$ cat src/rtl/sonar_pkg.sv
// Shared sonar definitions: FSM state codes,
// 50 MHz timing defaults and BCD helpers.
package sonar_pkg;

  typedef enum logic [2:0] {
    S_INICIAL   = 3'd0,
    S_ESPERA    = 3'd1,
    S_MEDE_TRIG = 3'd2,
    S_ATRASO    = 3'd3,
    S_ECO       = 3'd4,
    S_FINAL     = 3'd5,
    S_ERRO      = 3'd7
  } estado_t;

  localparam int R_50M        = 2941;
  localparam int N_50M        = 12;
  localparam int TRIG_MIN_50M = 500;
  localparam int ATRASO_50M   = 20000;
  localparam int TIMEOUT_50M  = 1900000;
  localparam int D_MAX_ECO    = 400;

  function automatic logic [9:0] bcd2bin(
    input logic [3:0] d2,
    input logic [3:0] d1,
    input logic [3:0] d0
  );
    return 10'(d2) * 10'd100
         + 10'(d1) * 10'd10
         + 10'(d0);
  endfunction

  function automatic logic bcd_ok(
    input logic [3:0] d2,
    input logic [3:0] d1,
    input logic [3:0] d0
  );
    return (d2 <= 4'd9)
        && (d1 <= 4'd9)
        && (d0 <= 4'd9);
  endfunction

endpackage

$ cat src/rtl/contador_m.sv
// Generic mod-M counter with synchronous clear.
// fim flags M-1, meio flags M/2.
module contador_m #(
  parameter int M = 10,
  parameter int W = (M > 1) ? $clog2(M) : 1
) (
  input  logic clock,
  input  logic reset,
  input  logic zera,
  input  logic conta,
  output logic fim,
  output logic meio
);

  logic [W-1:0] q_q, q_d;

  // next count: clear wins, wrap at M-1
  always_comb begin
    q_d = q_q;
    if (zera) begin
      q_d = '0;
    end else if (conta) begin
      if (q_q == W'(M - 1)) q_d = '0;
      else                  q_d = q_q + W'(1);
    end
  end

  // count register
  always_ff @(posedge clock) begin
    if (reset) q_q <= '0;
    else       q_q <= q_d;
  end

  assign fim  = (q_q == W'(M - 1));
  assign meio = (q_q == W'(M / 2));

endmodule

$ cat src/rtl/emulador_eco.sv
// HC-SR04 responder: trigger in, BCD-coded echo out.
// Optional ECO_TIMEOUT_EN: D > 400 gives a fixed timeout echo.
module emulador_eco
  import sonar_pkg::*;
#(
  parameter int R          = R_50M,
  parameter int N          = N_50M,
  parameter int T_TRIG_MIN = TRIG_MIN_50M,
  parameter int T_ATRASO   = ATRASO_50M,
  parameter int T_TIMEOUT  = TIMEOUT_50M
) (
  input  logic       clock,
  input  logic       reset,
  input  logic       trigger,
  input  logic [3:0] digito0,
  input  logic [3:0] digito1,
  input  logic [3:0] digito2,
  output logic       echo,
  output logic       pronto,
  output logic       erro,
  output logic [2:0] db_estado
);

  estado_t    state_q, state_d;
  logic       trig_s1_q, trig_s2_q, trig_s3_q;
  logic       trig_ok_q;
  logic [9:0] rem_q;
  logic       echo_q, pronto_q, erro_q;
  logic       rise, captura, dig_ok;
  logic [9:0] d_bin;
  logic       tw_conta, tw_fim;
  logic       dly_fim, tick_fim;
  logic       unused_meio_tw;
  logic       unused_meio_dly;
  logic       unused_meio_tick;

  assign rise   = trig_s2_q & ~trig_s3_q;
  assign d_bin  = bcd2bin(digito2, digito1, digito0);
  assign dig_ok = bcd_ok(digito2, digito1, digito0);

  // espera already saw one high sample, so
  // mede_trig needs T_TRIG_MIN-1 more
  assign tw_conta = (state_q == S_MEDE_TRIG)
                  && trig_s2_q;
  assign captura  = (state_q == S_MEDE_TRIG)
                  && !trig_s2_q && trig_ok_q
                  && dig_ok;

  contador_m #(.M(T_TRIG_MIN - 1)) u_tw (
    .clock (clock),
    .reset (reset),
    .zera  (state_q != S_MEDE_TRIG),
    .conta (tw_conta),
    .fim   (tw_fim),
    .meio  (unused_meio_tw)
  );

  contador_m #(.M(T_ATRASO + 1)) u_dly (
    .clock (clock),
    .reset (reset),
    .zera  (state_q != S_ATRASO),
    .conta (state_q == S_ATRASO),
    .fim   (dly_fim),
    .meio  (unused_meio_dly)
  );

  contador_m #(.M(R), .W(N)) u_tick (
    .clock (clock),
    .reset (reset),
    .zera  (state_q != S_ECO),
    .conta (state_q == S_ECO),
    .fim   (tick_fim),
    .meio  (unused_meio_tick)
  );

`ifdef ECO_TIMEOUT_EN
  logic tmo_q;
  logic tmo_fim;
  logic unused_meio_tmo;

  contador_m #(.M(T_TIMEOUT)) u_tmo (
    .clock (clock),
    .reset (reset),
    .zera  (state_q != S_ECO),
    .conta ((state_q == S_ECO) && tmo_q),
    .fim   (tmo_fim),
    .meio  (unused_meio_tmo)
  );

  // out-of-range flag latched with the distance
  always_ff @(posedge clock) begin
    if (reset)        tmo_q <= 1'b0;
    else if (captura) tmo_q <= (d_bin > 10'(D_MAX_ECO));
  end
`else
  localparam int unused_t_timeout = T_TIMEOUT;
`endif

  // two-flop synchronizer plus edge history
  always_ff @(posedge clock) begin
    if (reset) begin
      trig_s1_q <= 1'b0;
      trig_s2_q <= 1'b0;
      trig_s3_q <= 1'b0;
    end else begin
      trig_s1_q <= trigger;
      trig_s2_q <= trig_s1_q;
      trig_s3_q <= trig_s2_q;
    end
  end

  // next-state logic
  always_comb begin
    state_d = state_q;
    unique case (state_q)
      S_INICIAL: state_d = S_ESPERA;
      S_ESPERA: begin
        if (rise) state_d = S_MEDE_TRIG;
      end
      S_MEDE_TRIG: begin
        if (!trig_s2_q) begin
          if (!trig_ok_q)   state_d = S_ESPERA;
          else if (!dig_ok) state_d = S_ERRO;
          else              state_d = S_ATRASO;
        end
      end
      S_ATRASO: begin
        if (dly_fim) begin
          if (rem_q == 10'd0) state_d = S_FINAL;
          else                state_d = S_ECO;
        end
      end
      S_ECO: begin
`ifdef ECO_TIMEOUT_EN
        if (tmo_q) begin
          if (tmo_fim) state_d = S_FINAL;
        end else
`endif
        if (tick_fim && rem_q == 10'd1)
          state_d = S_FINAL;
      end
      S_FINAL:  state_d = S_ESPERA;
      S_ERRO:   state_d = S_ESPERA;
      default:  state_d = S_INICIAL;
    endcase
  end

  // state and registered outputs
  always_ff @(posedge clock) begin
    if (reset) begin
      state_q  <= S_INICIAL;
      echo_q   <= 1'b0;
      pronto_q <= 1'b0;
      erro_q   <= 1'b0;
    end else begin
      state_q  <= state_d;
      echo_q   <= (state_d == S_ECO);
      pronto_q <= (state_d == S_FINAL)
               || (state_d == S_ERRO);
      if (state_d == S_ERRO) erro_q <= 1'b1;
      else if (captura)      erro_q <= 1'b0;
    end
  end

  // trigger-width flag and remaining-cm counter
  always_ff @(posedge clock) begin
    if (reset) begin
      trig_ok_q <= 1'b0;
      rem_q     <= '0;
    end else begin
      if (state_q == S_MEDE_TRIG)
        trig_ok_q <= trig_ok_q | (tw_conta & tw_fim);
      else
        trig_ok_q <= 1'b0;
      if (captura)
        rem_q <= d_bin;
      else if (state_q == S_ECO && tick_fim
               && rem_q != 10'd0)
        rem_q <= rem_q - 10'd1;
    end
  end

  assign echo      = echo_q;
  assign pronto    = pronto_q;
  assign erro      = erro_q;
  assign db_estado = state_q;

endmodule

$ cat config.mk
export PLATFORM = sky130hd
export DESIGN_NAME = emulador_eco
export DESIGN_NICKNAME = d
export VERILOG_FILES = /design/src/rtl/sonar_pkg.sv /design/src/rtl/contador_m.sv /design/src/rtl/emulador_eco.sv
export SDC_FILE = /design/constraint.sdc
export NUM_CORES = 1
export LEC_CHECK = 0
export ABC_AREA = 1
export ABC_CLOCK_PERIOD_IN_PS = 5100
export BUFFER_PORTS_ARGS = -buffer_cell sky130_fd_sc_hd__buf_2
export CAP_MARGIN = 40
export CORE_MARGIN = 2
export CORE_UTILIZATION = 55
export DETAILED_ROUTE_END_ITERATION = 7
export GPL_ROUTABILITY_DRIVEN = 0
export PLACE_DENSITY_LB_ADDON = 0.08
export SYNTH_ARGS = -nofsm -noshare
export SYNTH_HDL_FRONTEND = slang
export SYNTH_HIERARCHICAL = 1
export SYNTH_SLANG_ARGS = --single-unit
$ cat constraint.sdc
create_clock -name clock -period 5.1 [get_ports clock]
set_clock_uncertainty 0.1 [all_clocks]
set_input_delay 1.02 -clock clock [delete_from_list [all_inputs] [get_ports clock]]
set_output_delay 1.02 -clock clock [all_outputs]
set_load 0.05 [all_outputs]
==> metrics.md, run 1 <==
| Metric | Value |
|---|---|
| Outcome | finished, final reports clean |
| Fmax | 0.2977 GHz |
| Share of cells above drive strength 1 | around 16% |
| Worst path max stage delay | 440 ps |
| CTS sink cnt | 56 |
| Aggregate global-route resource usage | 19.67% |
| Worst min path class | reg2reg |
| Final critical-path required period | roughly 3400 ps |
| Peak supply drop | approximately 110 uV |
| Leakage power | 2.048 nW |
| # hold bufs at CTS | 0 |
| H-tree depth | 2 |
| Worst-Skew Late Latency | around 320 ps |
| Critical-path cell list | buf_2, inv_1, ha_1, ha_1, fa_1, ha_1, ha_1, nand2_1, inv_1, a21oi_1, nand2_1, nand2_1, nand3_1, a21oi_2 |
| DR vias | ~3600 |
| Nets | 680 |
| Fillers | 710 |
| Startpoint types | primary input |
| Routed len/inst | around 11 um |
| Die height | just over 90 um |
| Setup TNS | 0 ps |
| Clock buffer count from CTS | 5 |
| CP Buf/Inv Count | 3 |
| CP max stage cell | fa_1 |
| # setup viols final | 0 |
| Total power | between 800 and 900 uW |
| WHS Path Cells | 2 |
| Routed Antenna Nets | 0 |
| Critical path class | in2reg |
| Ys Warns | 6 |
| Top delay family on crit path | adder cells |
| Rel. slew slack | between 60% and 70% |
| Max cap viols | 0 |
| Post-CTS setup buffers | 0 |
| Period utilization | roughly two thirds |
| Slew Viols, Final | 0 |
| Drt via density | just under 5 |
| RSZ-0062 raised after global routing | no |
| Die ar. | just over 8000 um^2 |
| PostCTS Resize Cnt | 0 |
| Critical Path AT | around 3500 ps |
| P per Cell Area | between 150 and 200 nW/um^2 |
| Post-Syn Area | approximately 4200 um^2 |
| Clock root buffer | clkbuf_8 |
| Hold EP | trig_s2_q$_SDFF_PP0_ |
| Antenna violations before repair | 0 |
| CP Max Fanout | 5 |
| Area occupied by multi-input gates | 2666 um^2 |
| Sw power | about 270 uW |
| CTS tree | yes |
| Worst R2R End | rem_q[1]$_SDFFE_PP0P_ |
| Row cnt | 31 |
| Worst Max-Slew Pin Slew | ~480 ps |
| Initial DRC count | around 100 |
| Core ar. | roughly 7300 um^2 |
| Kind of end point of the critical path | flop |
| Count of input and output buffers | 20 |
| Reg-to-reg slack, setup | 3170 ps |
| Area Growth Syn to Fin | 6.849% |
| Register area | 1121 um^2 |
| Most used cell, CP | ha_1 |
| CP required | 5270 ps |
| WP depth | 14 |
| Ports | 21 |
| Logic gate share of total power | 19.8% |
| Sw Ratio | 30.61% |
| Vias in the first global route | between 3000 and 4000 |
| Maximum clock path buffer count | 2 |
| Flop pwr share | around half |
| Syn nets | roughly 660 |
| Global-route wire length before repair | ~14000 um |
| Syn_area_per_cell | approximately 6.9 um^2 |
| Hold Violations, Final | 0 |
| Diodes inserted | 0 |
| Grt total ovfl | 0 |
| Reg2reg start | u_tick/q_q[6]$_SDFFE_PP0P_ |
| Reg clk slew, reported paths | about 110 ps |
| Internal | 609.0 uW |
| Final wirelength | between 7000 and 8000 um |
| Largest net degree at the start of global routing | 20 |
| DRC Markers | 0 |
| Syn Inst Count | ~600 |
| Clock share of power | about 30% |
| Starting Density | between 50% and 60% |
| Reg2Reg Depth | 10 |
| Worst Hold Launch | trig_s1_q$_SDFF_PP0_ |
| Post-DP HPWL | approximately 6300 um |
| Die width | between 90 and 100 um |
| DR pass1 iterations | 5 |
layer usage:
layer  vias up  GRT usage (%)  share of wire (%)
li1       1933              -                  -
met1      1552          23.74                 48
met2        54          35.25                 47
met3        15          2.905                2.6
met4         0          7.197                2.4
met5         -              0                  0
worst max path at each step:
stage                     startpoint                     to  slack, ps
final                     digito2[0]  rem_q[9]$_SDFFE_PP0P_       1740
after floorplan           digito1[1]  rem_q[9]$_SDFFE_PP0P_       1720
after global routing      digito2[1]  rem_q[9]$_SDFFE_PP0P_       1590
after CTS                 digito2[0]  rem_q[9]$_SDFFE_PP0P_       1740
after global placement    digito2[0]  rem_q[9]$_SDFFE_PP0P_       1470
after detailed placement  digito2[0]  rem_q[9]$_SDFFE_PP0P_       1420
area by class of cell:
type	count	share of cell area, %
inverter	91	7.731
clock inverter	3	0.5904
tap	99	2.783
clock buffer	5	1.546
timing repair buffer	20	2.249
multi-input combinational	451	59.91
sequential	56	25.19
layout by cell type, fill, tap and decap left out, drive strengths merged, types with 2 or more instances in the layout:
cell type	count
nand2	166
nor2	104
inv	93
dfxtp	56
nand3	51
ha	35
a21oi	22
buf	20
o21ai	18
xor2	12
nand4	12
nor3	11
xnor2	6
fa	5
clkbuf	5
a21o	2
o21bai	2
sequential cells by signal (all words and copies together) (netlist names), 3 cells and up:
register    count
db_estado       3
u_dly/q_q      15
u_tick/q_q     12
u_tw/q_q        9
rem_q          10
power by group through the flow:
stage          Sequential (mW)  Combinational [mW]  Clock (mW)
5_1_grt                  0.442               0.202       0.287
6_report                 0.441               0.173       0.263
4_1_cts                  0.441               0.174       0.273
3_5_place_dp             0.451               0.171           0
3_3_place_gp             0.451               0.169           0
2_1_floorplan            0.454               0.130           0
per-stage QoR:
| stage | util [%] | cells | worst slack [ps] | hold slack, ps | area [um^2] |
|---|---|---|---|---|---|
| 6_report | 61.03 | 725 | 1741 | 311.7 | 4451 |
| 3_3_place_gp | 59.73 | 717 | 1475 | 291.6 | 4355 |
| 4_1_cts | 61.03 | 725 | 1741 | 315.7 | 4451 |
| 2_1_floorplan | - | 602 | 1721 | 288.3 | 4165 |
| 3_5_place_dp | 59.73 | 717 | 1419 | 298.9 | 4355 |
| 5_1_grt | 61.03 | 725 | 1587 | 331.6 | 4451 |
worst reg2reg max path, delay by kind of cell (launching register included):
| kind | cells | cell delay [ps] |
|---|---|---|
| AOI/OAI and AO/OA | 1 | 90 |
| buffers and inverters | 1 | 40 |
| DFF | 1 | 460 |
| and+or+nand+nor | 8 | 1180 |
Power figures use the tool's default switching activity.
==> run 2, diff against run 1 <==
--- a/config.mk
+++ b/config.mk
@@ -6,7 +6,7 @@
 export NUM_CORES = 1
 export LEC_CHECK = 0
 export ABC_AREA = 1
-export ABC_CLOCK_PERIOD_IN_PS = 5100
+export ABC_CLOCK_PERIOD_IN_PS = 2710
 export BUFFER_PORTS_ARGS = -buffer_cell sky130_fd_sc_hd__buf_2
 export CAP_MARGIN = 40
 export CORE_MARGIN = 2
==> constraint.sdc (replaced) <==
create_clock -name clock -period 2.71 [get_ports clock]
set_clock_uncertainty 0.1 [all_clocks]
set_input_delay 0.542 -clock clock [delete_from_list [all_inputs] [get_ports clock]]
set_output_delay 0.542 -clock clock [all_outputs]
set_load 0.05 [all_outputs]
==> run 2 against run 1 <==
Compared with the run above:
- cell count up 3.2%
- critical path depth is 1 higher
- utilization rose by 4.1 points
- count of clock-buffer cells in the layout increased by 2
- flip-flop and latch count unchanged
- total power is 100% higher
- sequential power up 88%
- register-to-register slack got worse by 2500 ps
- first-iteration DRC count decreased by 4.8%
- hold slack better by 16 ps
- non-clock buffer count up 23
- critical path type unchanged
- largest power group unchanged
- highest routed layer unchanged
==> metrics.md, run 2 (synthesis gave the netlist of run 1 again) <==
| Metric | Value |
|---|---|
| H-tree depth | 2 (unchanged) |
| Rel. slew slack | 64.36% (-3.3 points) |
| Kind of end point of the critical path | flop |
| Die width | 91.03 um (unchanged) |
| Worst setup margin | 114.0 ps (-1627 ps) |
| Final std cells w/o fill | 748 (+3.2%) |
| # setup viols final | 0 (unchanged) |
| Post-DP HPWL | 6853 um (+9.6%) |
| Max cap viols | 0 (unchanged) |
| Starting Density | 57.12% (unchanged) |
| Hold Violations, Final | 0 (unchanged) |
| Core Util, Final | 65.12% (+4.1 points) |
| Core ar. | 7292 um^2 (unchanged) |
| Row cnt | 31 (unchanged) |
| Routed len/inst | 11.35 um (+5.9%) |
| Critical path class | in2reg |
| Ports | 21 (unchanged) |
| Maximum clock path buffer count | 2 (unchanged) |
| CTS tree | yes |
| Finished Cell Area | 4748 um^2 (+6.7%) |
| Fmax | slightly below 0.4 GHz |
| RSZ-0062 raised after global routing | no |
| Placed cell areas | 4624 um^2 (+6.2%) |
| Outcome | finished, final reports clean |
| Slew Viols, Final | 0 (unchanged) |
| Area occupied by multi-input gates | 2801 um^2 (+5.1%) |
| Dpl cells | 739 (+3.1%) |
| Register area | 1121 um^2 (unchanged) |
| Peak supply drop | 220.2 uV (+110%) |
| Worst-Skew Late Latency | 310 ps (about the same) |
| Leakage power | 2.144 nW (+4.7%) |
| Routed Antenna Nets | 0 (unchanged) |
| # hold bufs at CTS | 0 (unchanged) |
| Drt via density | 5.001 (+2.0%) |
| Global-route wire length before repair | 15220 um (+11%) |
| Share of cells above drive strength 1 | 21.11% (+5.3 points) |
| Setup TNS | 0 ps (unchanged) |
| Period utilization | 95.79% |
| P per Cell Area | 369.1 nW/um^2 (+87%) |
| Vias in the first global route | 3620 (+7.4%) |
| Setup WS pre-CTS | -254.7 ps (-1674 ps) |
| Clock buffer count from CTS | 5 (unchanged) |
| Worst Max-Slew Pin Slew | 532.7 ps (+48.87 ps) |
| Count of input and output buffers | 20 (unchanged) |
| Worst min path class | in2reg |
| Startpoint types | primary input |
| Die height | 91.03 um (unchanged) |
| DR pass1 iterations | 4 (-1) |
| Final critical-path required period | about 2600 ps |
| Final wirelength | 8493 um (+9.2%) |
| Critical Path AT | 2700 ps (-830 ps) |
| Max FFs per register | 15 (unchanged) |
| DR vias | 3741 (+5.3%) |
| Commonest non-fill, non-tap cell in the layout | nand2_1 |
| Reg-to-reg slack, setup | 650 ps (-2520 ps) |
| Antenna violations before repair | 0 (unchanged) |
| Largest net degree at the start of global routing | 17 (-15%) |
| Area Growth Syn to Fin | 14.00% |
| Grt total ovfl | 0 (unchanged) |
| Clock root buffer | clkbuf_8 |
| Fillers | 718 (+1.1%) |
| Most frequent cells in the layout | nand2_1 (149), inv_1 (86), nor2_1 (74) |
| CP required | 2820 ps (-2450 ps) |
| Nets | 703 (+3.4%) |
| Aggregate global-route resource usage | 21.68% (+2.0 points) |
| Die ar. | 8286 um^2 (unchanged) |
| Largest regs | u_dly/q_q: 15 flops, u_tick/q_q: 12 flops, rem_q: 10 flops |
| Diodes inserted | 0 (unchanged) |
| Reg with most FFs | u_dly/q_q |
| CTS sink cnt | 56 (unchanged) |
| DRC Markers | 0 (unchanged) |
| CP Max Fanout | 4 (-1) |
| Reg clk slew, reported paths | 100 ps (about the same) |
| Initial DRC count | 99 (-4.8%) |
[run 2: per-layer routing]
| layer | wire length [um] | global-route usage (%) | vias up |
|---|---|---|---|
| met1 | 4056 | 27.19 | 1728 |
| met2 | 4231 | 39.14 | 28 |
| met3 | 156 | 3.734 | 4 |
| met5 | 0 | 0 | - |
| met4 | 48 | 4.040 | 0 |
| li1 | - | - | 1981 |
[run 2: power breakdown]
group	leakage, nW	internal (mW)	switching, mW	total, mW
clock network	0.0424	0.186	0.279	0.465
logic	1.65	0.221	0.236	0.457
registers	0.452	0.826	0.00477	0.831
[run 2: critical path, stage by stage]
cell	delay, ps
buf_2	120
ha_4	240
ha_4	160
fa_2	550
ha_4	210
ha_4	230
nand2_1	60
inv_1	50
nor2_1	130
a21o_1	130
nand2_1	40
nand2_1	50
nand2_1	50
nor2_1	100
nor2_1	50
[run 2: path summary, 6_finish.rpt]
path                                         endpoint  cells past startpoint                       start
worst min register to register   trig_s2_q$_SDFF_PP0_                      2        trig_s1_q$_SDFF_PP0_
worst max register to register  rem_q[8]$_SDFFE_PP0P_                      8  u_tick/q_q[6]$_SDFFE_PP0P_
worst min-delay path             trig_s1_q$_SDFF_PP0_                      3                     trigger
worst max-delay path            rem_q[6]$_SDFFE_PP0P_                     15                  digito1[1]
[run 2: what timing repair did]
action                     CTS  global route
setup buffers                0             1
gates resized for setup      0             6
hold endpoints to repair     0             0
setup endpoints to repair    0             4
[run 2: area by class of cell]
type	count	share of cell area (%)
flip-flops and latches	56	23.61
repair buffers	43	5.744
multi-input cells	451	59.00
inverters	91	7.246
well taps	99	2.609
clock buffers	7	1.607
clock inverters	1	0.1845
[run 2: stage by stage]
stage	power, mW	hold WS (ps)
finish	1.753	327.6
global route	1.856	319.0
detailed placement	1.293	316.5
floorplan	1.155	288.3
global placement	1.278	315.7
CTS	1.759	322.0
==> run 3, diff against run 2 <==
--- a/config.mk
+++ b/config.mk
@@ -8,9 +8,9 @@
 export ABC_AREA = 1
 export ABC_CLOCK_PERIOD_IN_PS = 2710
 export BUFFER_PORTS_ARGS = -buffer_cell sky130_fd_sc_hd__buf_2
-export CAP_MARGIN = 40
+export CAP_MARGIN = 20
 export CORE_MARGIN = 2
-export CORE_UTILIZATION = 55
+export CORE_UTILIZATION = 40
 export DETAILED_ROUTE_END_ITERATION = 7
 export GPL_ROUTABILITY_DRIVEN = 0
 export PLACE_DENSITY_LB_ADDON = 0.08
==> run 3 against run 2 <==
Compared with the run above:
- critical path depth unchanged
- register-to-register slack improved by 110 ps
- critical endpoint unchanged
- count of clock-buffer cells in the layout unchanged
- fmax increased by 1.1%
- sequential power about the same
- flip-flop and latch count unchanged
- global-route usage decreased by 5.3 points
- cell count increased by 4.9%
- utilization decreased by 18 points
- critical path type unchanged
- via count decreased by 3.8%
==> metrics.md, run 3 (synthesis gave the netlist of run 1 again) <==
| Metric | Value |
|---|---|
| Drt via density | 4.586 (-8.3%) |
| Worst-Skew Late Latency | 320 ps (about the same) |
| Post-CTS setup buffers | 0 (unchanged) |
| Hold WS | 309.5 ps (-18.15 ps) |
| Starting Density | 40.71% (-16 points) |
| Routed len/inst | 10.71 um (-5.7%) |
| Sw Ratio | 29.29% (-0.35 points) |
| CP Max Fanout | 4 (unchanged) |
| Met2 usage | 25.62% (-14 points) |
| Peak supply drop | 178.5 uV (-19%) |
| Kind of end point of the critical path | flop |
| Flop pwr share | 46.8% (-0.6 points) |
| Nets | 703 (unchanged) |
| Core Util, Final | 47.11% (-18 points) |
| Worst Max-Slew Pin Slew | 532.3 ps (-0.4054 ps) |
| Diodes inserted | 0 (unchanged) |
| Register area | 1121 um^2 (unchanged) |
| Critical Path AT | 2680 ps (-20 ps) |
| Met1 GRT Util | 23.61% (-3.6 points) |
| Setup WS pre-CTS | -243.7 ps (+11.02 ps) |
| Hold Violations, Final | 0 (unchanged) |
| Maximum clock path buffer count | 2 (unchanged) |
| Placed cell areas | 4678 um^2 (+1.2%) |
| Ports | 21 (unchanged) |
| Final wirelength | 8408 um (-1.0%) |
| Core ar. | 10230 um^2 (+40%) |
| Die ar. | 11250 um^2 (+36%) |
| CP required | 2830 ps (about the same) |
| Commonest non-fill, non-tap cell in the layout | nand2_1 |
| DRC Markers | 0 (unchanged) |
| Die height | 106.0 um (+17%) |
| Worst min path class | reg2reg |
| Reg with most FFs | u_dly/q_q |
| Final std cells w/o fill | 785 (+4.9%) |
| GRT busiest layer | met2 |
| # setup viols final | 0 (unchanged) |
| Largest regs | u_dly/q_q: 15 flops, u_tick/q_q: 12 flops, rem_q: 10 flops |
| Clock root buffer | clkbuf_8 |
| H-tree depth | 2 (unchanged) |
| PostCTS Resize Cnt | 0 (unchanged) |
| Leakage power | 2.145 nW (about the same) |
| Fillers | 1040 (+45%) |
| Startpoint types | primary input |
| Area occupied by multi-input gates | 2811 um^2 (+0.36%) |
| Outcome | finished, final reports clean |
| Max FFs per register | 15 (unchanged) |
| Largest net degree at the start of global routing | 17 (unchanged) |
| Most frequent cells in the layout | nand2_1 (150), inv_1 (83), nor2_1 (74) |
| CTS sink cnt | 56 (unchanged) |
| Finished Cell Area | 4820 um^2 (+1.5%) |
| Initial DRC count | 137 (+38%) |
| Count of input and output buffers | 20 (unchanged) |
| Met3 usage in global routing | 2.820% (-0.91 points) |
| Final critical-path required period | 2568 ps (-27.73 ps) |
| Clock share of power | 27.8% (+1.3 points) |
| Routed Antenna Nets | 0 (unchanged) |
| Antenna violations before repair | 0 (unchanged) |
| Area Growth Syn to Fin | 15.71% |
| Dpl cells | 777 (+5.1%) |
| Logic gate share of total power | 25.4% (-0.7 points) |
| Clock buffer count from CTS | 5 (unchanged) |
| Fmax | 0.3894 GHz (+1.1%) |
| Vias in the first global route | 3430 (-5.2%) |
| Global-route wire length before repair | 15240 um (+0.14%) |
| CTS tree | yes |
| Internal | 1.255 mW (+1.8%) |
| DR pass1 iterations | 4 (unchanged) |
| DR vias | 3600 (-3.8%) |
| Sw power | 520.0 uW (about the same) |
| Post-DP HPWL | 6779 um (-1.1%) |
| Worst setup margin | 141.7 ps (+27.73 ps) |
| Aggregate global-route resource usage | 16.38% (-5.3 points) |
| Row cnt | 37 (+19%) |
| Reg clk slew, reported paths | 100 ps (about the same) |
| Critical path class | in2reg |
| Max cap viols | 0 (unchanged) |
| # hold bufs at CTS | 0 (unchanged) |
| Period utilization | 94.77% (-1.0 points) |
| Rel. slew slack | 64.38% (about the same) |
| P per Cell Area | 368.3 nW/um^2 (-0.21%) |
| Grt total ovfl | 0 (unchanged) |
| RSZ-0062 raised after global routing | no |
| Die width | 106.0 um (+17%) |
| Slew Viols, Final | 0 (unchanged) |
| Share of cells above drive strength 1 | 21.73% (+0.62 points) |
==> run 3: path summary, 6_finish.rpt <==
| check | from | to | slack, ps | cells past startpoint |
|---|---|---|---|---|
| setup / recovery | digito1[1] | rem_q[6]$_SDFFE_PP0P_ | 140 | 15 |
| hold / removal | trig_s1_q$_SDFF_PP0_ | trig_s2_q$_SDFF_PP0_ | 310 | 2 |
| setup reg to reg | db_estado[1]$_SDFF_PP0_ | u_dly/q_q[12]$_SDFFE_PP0P_ | 760 | 7 |
| hold reg to reg | trig_s1_q$_SDFF_PP0_ | trig_s2_q$_SDFF_PP0_ | 310 | 2 |
==> run 3: routing by layer <==
layer  share of wire [%]  up-vias
met1                  55     1588
met2                  43       22
met5                   0        -
met3                 1.7        6
li1                    -     1984
met4                0.90        0
==> run 3: area by class of cell <==
cell class              count  area share (%)
clock buffers               7           1.791
clock inverters             1          0.1558
inverters                  91           7.139
multi-input cells         451           58.33
flip-flops and latches     56           23.26
well taps                 136           3.531
repair buffers             43           5.789
==> run 3: worst max-delay path, stage by stage <==
cell     delay [ps]
buf_2           120
ha_4            240
ha_4            160
fa_2            550
ha_4            210
ha_4            220
nand2_1          60
inv_1            50
nor2_1          130
a21o_1          120
nand2_1          40
nand2_1          50
nand2_1          50
nor2_1          100
nor2_1           40
==> run 3: metrics by stage <==
step / TNS [ps] / total power, mW
after detailed placement: -1070 / 1.292
after global routing: 0 / 1.901
after floorplan: -24.17 / 1.155
after CTS: 0 / 1.799
final: 0 / 1.775
after global placement: -929.1 / 1.290
==> run 3: power groups by stage <==
stage          Sequential (mW)  Clock [mW]  Combinational (mW)
2_1_floorplan            0.855           0               0.300
3_3_place_gp             0.850           0               0.440
3_5_place_dp             0.850           0               0.443
4_1_cts                  0.831       0.523               0.445
5_1_grt                  0.832       0.548               0.520
6_report                 0.831       0.494               0.451
